## src/rtl/irq_pkg.sv

```systemverilog
// Shared constants and FSM state encoding for the interrupt request arbiter.
package irq_pkg;

    localparam int IRQ_N_REQ_MAX = 8;
    localparam int IRQ_CODE_W    = 3;

    typedef enum logic {
        S_IDLE    = 1'b0,
        S_PRESENT = 1'b1
    } irq_state_e;

endpackage

```

## src/rtl/irq_request_arbiter_if.sv

```systemverilog
// Valid/ready channel that carries the selected request code to its consumer.
interface irq_request_arbiter_if
    import irq_pkg::*;
#(
    parameter int CODE_W = IRQ_CODE_W
);

    logic              irq_valid;
    logic [CODE_W-1:0] irq_code;
    logic              irq_ready;

    modport master (output irq_valid, output irq_code, input  irq_ready);
    modport slave  (input  irq_valid, input  irq_code, output irq_ready);

endinterface

```

## src/rtl/priority_encoder.sv

```systemverilog
// 8-input priority encoder: the lowest set index wins. The result for an
// all-zero input is a don't-care and is never used by the arbiter.
module priority_encoder
    import irq_pkg::*;
(
    input  logic [IRQ_N_REQ_MAX-1:0] in_i,
    output logic [IRQ_CODE_W-1:0]    code_o
);

    // Scan from the top down so that the lowest set bit is the last write.
    always_comb begin
        // NOTE: default assignment first so every path drives code_o and no latch is inferred.
        code_o = '0;
        for (int i = IRQ_N_REQ_MAX - 1; i >= 0; i--) begin
            if (in_i[i]) begin
                code_o = IRQ_CODE_W'(i);
            end
        end
    end

endmodule

```

## src/rtl/irq_request_arbiter.sv

```systemverilog
// Interrupt request arbiter: captures request lines into sticky pending bits,
// masks them, picks the lowest eligible line and presents it on a valid/ready
// channel. Only the accepted line's pending bit is cleared.
module irq_request_arbiter
    import irq_pkg::*;
#(
    parameter int N_REQ       = 8,
    parameter int CODE_W      = IRQ_CODE_W,
    parameter bit EDGE_DETECT = 1'b1
) (
    input  logic                  clk,
    input  logic                  rst,
    input  logic [N_REQ-1:0]      req,
    input  logic [N_REQ-1:0]      mask,
    irq_request_arbiter_if.master irq_bus,
    output logic [N_REQ-1:0]      pending,
    output logic                  dropped
);

    logic [N_REQ-1:0]         req_q;
    logic [N_REQ-1:0]         pending_q;
    logic [N_REQ-1:0]         pending_d;
    logic [N_REQ-1:0]         cap;
    logic [N_REQ-1:0]         clr;
    logic                     dropped_q;
    logic                     dropped_d;
    logic [IRQ_N_REQ_MAX-1:0] eligible;
    logic [IRQ_CODE_W-1:0]    enc_code;
    irq_state_e               state_q;
    logic                     valid_q;
    logic [CODE_W-1:0]        code_q;
    logic                     transfer;

    assign transfer = (state_q == S_PRESENT) && irq_bus.irq_ready;

    // Capture, clear-on-accept and drop detection; capture beats a same-cycle clear.
    always_comb begin
        cap       = EDGE_DETECT ? (req & ~req_q) : req;
        clr       = transfer ? (N_REQ'(1) << code_q) : '0;
        pending_d = (pending_q & ~clr) | cap;
        dropped_d = |(cap & pending_q & ~clr);
        // Unused encoder inputs above N_REQ are zero-filled by the cast.
        eligible  = IRQ_N_REQ_MAX'(pending_q & ~mask);
    end

    priority_encoder u_enc (
        .in_i   (eligible),
        .code_o (enc_code)
    );

    // Request history, pending register and drop pulse.
    always_ff @(posedge clk) begin
        // NOTE: non-blocking assignments so every register samples pre-edge values.
        if (rst) begin
            req_q     <= req;  // a line held high through reset must not look like an edge
            pending_q <= '0;
            dropped_q <= 1'b0;
        end else begin
            req_q     <= req;
            pending_q <= pending_d;
            dropped_q <= dropped_d;
        end
    end

    // Presentation FSM: latch a winner in IDLE, hold it in PRESENT until accepted.
    always_ff @(posedge clk) begin
        if (rst) begin
            state_q <= S_IDLE;
            valid_q <= 1'b0;
            code_q  <= '0;
        end else begin
            case (state_q)
                S_IDLE: begin
                    if (|eligible) begin
                        state_q <= S_PRESENT;
                        valid_q <= 1'b1;
                        code_q  <= CODE_W'(enc_code);
                    end
                end
                S_PRESENT: begin
                    if (irq_bus.irq_ready) begin
                        state_q <= S_IDLE;
                        valid_q <= 1'b0;
                        code_q  <= '0;
                    end
                end
                default: begin
                    state_q <= S_IDLE;
                    valid_q <= 1'b0;
                    code_q  <= '0;
                end
            endcase
        end
    end

    assign irq_bus.irq_valid = valid_q;
    assign irq_bus.irq_code  = code_q;
    assign pending           = pending_q;
    assign dropped           = dropped_q;

endmodule
```

## src/flat_wrapper.sv

```systemverilog
// flat-port wrapper written by rule: the top's interface ports become plain ports
module irq_request_arbiter_flat import irq_pkg::*;
#(
    parameter int N_REQ       = 8,
    parameter int CODE_W      = IRQ_CODE_W,
    parameter bit EDGE_DETECT = 1'b1
)
  (clk, rst, req, mask, pending, dropped, irq_bus_irq_valid, irq_bus_irq_code, irq_bus_irq_ready);
  irq_request_arbiter_if #(.CODE_W(CODE_W)) irq_bus_i ();
  input  logic clk;
  input  logic rst;
  input  logic [N_REQ-1:0] req;
  input  logic [N_REQ-1:0] mask;
  output logic [N_REQ-1:0] pending;
  output logic dropped;
  output wire logic [$bits(irq_bus_i.irq_valid)-1:0] irq_bus_irq_valid;
  output wire logic [$bits(irq_bus_i.irq_code)-1:0] irq_bus_irq_code;
  input wire logic [$bits(irq_bus_i.irq_ready)-1:0] irq_bus_irq_ready;
  assign irq_bus_irq_valid = irq_bus_i.irq_valid;
  assign irq_bus_irq_code = irq_bus_i.irq_code;
  assign irq_bus_i.irq_ready = irq_bus_irq_ready;
  irq_request_arbiter #(.N_REQ(N_REQ), .CODE_W(CODE_W), .EDGE_DETECT(EDGE_DETECT)) u_core (.clk(clk), .rst(rst), .req(req), .mask(mask), .irq_bus(irq_bus_i), .pending(pending), .dropped(dropped));
endmodule
```

## config.mk

```make
export PLATFORM = sky130hd
export DESIGN_NAME = irq_request_arbiter_flat
export DESIGN_NICKNAME = d
export VERILOG_FILES = /design/src/rtl/irq_pkg.sv /design/src/rtl/irq_request_arbiter_if.sv /design/src/rtl/priority_encoder.sv /design/src/rtl/irq_request_arbiter.sv /design/src/flat_wrapper.sv
export SDC_FILE = /design/constraint.sdc
export NUM_CORES = 1
export LEC_CHECK = 0
export CAP_MARGIN = 25
export CORE_MARGIN = 2
export CORE_UTILIZATION = 42
export DETAILED_ROUTE_END_ITERATION = 10
export GPL_ROUTABILITY_DRIVEN = 0
export PLACE_DENSITY = 0.86
export SYNTH_ARGS = -nofsm -noshare
export SYNTH_HDL_FRONTEND = slang
export SYNTH_SLANG_ARGS = --single-unit
export TNS_END_PERCENT = 1
```

## constraint.sdc

```tcl
create_clock -name clk -period 2.08 [get_ports clk]
set_input_delay 0.52 -clock clk [delete_from_list [all_inputs] [get_ports clk]]
set_output_delay 0.52 -clock clk [all_outputs]
set_load 0.05 [all_outputs]
```

==> flow_summary.ini, run 1 <==
[floorplanning]
die-area_um2 = 2450
coreArea_um2 = 1960
num_rows = 16
die_h_um = 49.5
die_w_um = 49.5
io-pin-count = 32
start_util_pct = 44.3

[clocking]
cts_buffer_depth = 2
cts_setup_buffers = 0
clk_latency_ps = 310
cts_made_buffers = 3
cts_hold_buf = 0
h-tree-depth = 1
cts_tree = done
clock-sinks = 22
path_clk_slew_ps = 120
cts_root_buf = clkbuf_4
cts_resized = 0

[sta]
fin_worst_skew_ps = 3.49
setup_viol = 0
max_freq_mhz = 497
fin_crit_sh_pct = 96.8
drv_slew = 0
fin_crit_ps = 2010
max_slew_margin_pct = 65.6
rsz0062_at_grt = false
final-hold-violation-count = 0
worstMarginPinSlew_ps = 515

[layout]
multiInputGateArea_um2 = 425
final_core_util_pct = 68.8
seqCellArea_um2 = 440
finalNetCount = 156
num-fill-cells = 173
syn_to_final_growth_pct = 55.3
postLayoutCellArea_um2 = 1350
antenna_cells = 0
drive_above_1_share_pct = 15.4

[logic_synthesis]
synth_cell_type_count = 23
synth_common_cells = dfxtp_1 (22), a21oi_1 (12), nand2b_1 (11), nor2b_1 (8), o21ai_0 (6)
synth_edf_count = 0
postSynthCellCount = 91
synth_area_um2 = 870
synth.area.top_cells = dfxtp_1 (51%), nand2b_1 (7.9%), a21oi_1 (6.9%)
ys_seq_elements = 22
yosys_warnings = 0
ys.flop_type = dfxtp_1
post-synth-top-count-cell = dfxtp_1
synthArstFlopShare_pct = 0
postSynthAreaPerCell_um2 = 9.56
synth_top_area_share_pct = 50.6
synth_fp_nets = 110
synth.largest_area_cell = dfxtp_1
yosysSeqAreaShare_pct = 50.6

[global_route]
grt_pass1_wl_um = 3740
grt_usage_pct = 19.7
first_global_vias = 889
grt_max_degree = 14
antenna_found_initial = 0
grt_overflow = 0

[critical_path]
start_kind = register
cp.arrival_ps = 1490
rr_worst_depth = 6
r2r-start = u_core.pending[7]$_SDFF_PP0_
r2r_slack_ps = 400
cp_max_fo = 3
path_delay_family = buffers and inverters
slowest_stage = clkdlybuf4s50_1
critPathKind = register to output port
critPathMaxStageDelay_ps = 810
reg2reg_to = u_core.irq_bus.irq_code[0]$_SDFFE_PP0P_
worst-path-buf-inv = 1
required_ps = 1560
crit_chain = clkdlybuf4s50_1
critPathCaptureType = output port

[power]
pwr-share-clk_pct = 30.5
switching_share_pct = 27.9
leakagePower_uw = 0.000564
p_sw_uw = 298
internal-power_uw = 770
ir_drop_mv = 0.460
pwr-share-seq_pct = 44.7
power_frac_comb_pct = 24.8
powerDensity_nw_per_um2 = 791

[drt]
drt-initial-drc-count = 21
via_per_inst = 5.32
dr_total_vias = 867
routedWlPerCell_um = 13.6
ant_nets = 0
drc = 0
dr.pass1.iters = 4
totalWireLength_um = 2220

[run]
drv_cap = 0

[place]
port_buffers = 31
place_hpwl_um = 1820
place_area_um2 = 1290

[worst_hold_path]
hp-start = u_core.irq_bus.irq_valid$_SDFFE_PP0P_
min_path_cells = 1
holdCritPathClass = register to register
min_to = u_core.irq_bus.irq_valid$_SDFFE_PP0P_

[run_status]
status = completed
==> sequential cells by signal, summed over array words and instances (netlist names) <==
| name | flops |
|---|---|
| u_core.irq_bus.irq_code | 3 |
| u_core.irq_bus.irq_valid | 1 |
| u_core.pending | 8 |
| u_core.req_q | 8 |
| u_core.dropped | 1 |
| u_core.state_q | 1 |
==> per-layer routing <==
metal | GRT usage (%) | wire length (um) | part of all wire, %
met1 | 22.1 | 894 | 40
met2 | 37.4 | 1200 | 54
met3 | 3.64 | 97 | 4.4
met4 | 6.02 | 27 | 1.2
met5 | 0 | 0 | 0
==> layout make-up <==
class / count / area share, %
flip-flops and latches: 22 / 32.6
multi-input cells: 68 / 31.5
repair buffers: 42 / 29.5
well taps: 27 / 2.50
clock inverters: 1 / 2.22
clock buffers: 3 / 1.67
==> cells in the final DEF, fill, tap and decap left out <==
cell type	n
nor2_1	4
or4_4	1
dlymetal6s2s_1	4
nor2b_1	8
a21boi_0	1
a21oi_1	12
o32ai_1	1
nor2b_4	2
buf_4	13
nand3_1	2
o21ai_1	1
clkbuf_4	3
nand2b_1	11
dfxtp_1	22
bufinv_16	1
o221a_2	1
o31ai_1	4
clkdlybuf4s50_1	25
nand2_1	3
nor4_1	1
nor3_1	1
o21a_1	1
or3_1	1
nand3b_1	2
a31oi_1	2
o21ai_0	6
o22a_1	3
==> stage by stage <==
| stage | cells | hold WS (ps) | power (uW) | setup WS [ps] | setup TNS, ps |
|---|---|---|---|---|---|
| final | 163 | 481 | 1070 | 66.3 | 0 |
| after global routing | 163 | 533 | 1120 | 10.5 | 0 |
| after CTS | 163 | 485 | 1080 | 29.4 | 0 |
| after detailed placement | 159 | 454 | 752 | -124 | -280 |
| after global placement | 159 | 450 | 743 | -66.6 | -114 |
| after floorplan | 91 | 489 | 630 | 360 | 0 |
==> worst max path at each step <==
stage                                            start                                       to  slack, ps  cells after the start
4_1_cts        u_core.irq_bus.irq_code[2]$_SDFFE_PP0P_                      irq_bus_irq_code[2]         30                      1
5_1_grt                   u_core.pending[3]$_SDFF_PP0_                               pending[3]         10                      1
3_3_place_gp                                   mask[3]  u_core.irq_bus.irq_code[2]$_SDFFE_PP0P_        -70                      5
3_5_place_dp                                   mask[3]  u_core.irq_bus.irq_code[2]$_SDFFE_PP0P_       -120                      5
2_1_floorplan             u_core.pending[3]$_SDFF_PP0_  u_core.irq_bus.irq_code[2]$_SDFFE_PP0P_        360                      4
6_report                  u_core.pending[5]$_SDFF_PP0_                               pending[5]         70                      1
==> power by group through the flow <==
| stage | registers, uW | logic [uW] | clock network (uW) |
|---|---|---|---|
| after floorplan | 554 | 76.7 | 0 |
| after global placement | 485 | 258 | 0 |
| after detailed placement | 487 | 265 | 0 |
| after CTS | 477 | 266 | 337 |
| after global routing | 482 | 280 | 360 |
| final | 477 | 265 | 326 |
==> cell families after synthesis <==
| kind of cell | Yosys count | synth area share (%) |
|---|---|---|
| AOI/OAI and AO/OA | 32 | 22.9 |
| buffers and inverters | 1 | 0.431 |
| DFF | 22 | 50.6 |
| and+or+nand+nor | 36 | 26.0 |
Power figures use the tool's default switching activity.
==> run 2: changes to the inputs <==
--- a/config.mk
+++ b/config.mk
@@ -14,4 +14,3 @@
 export SYNTH_ARGS = -nofsm -noshare
 export SYNTH_HDL_FRONTEND = slang
 export SYNTH_SLANG_ARGS = --single-unit
-export TNS_END_PERCENT = 1
==> results of run 2 <==
The final DEF is identical to that of run 1; final timing and power are the same.
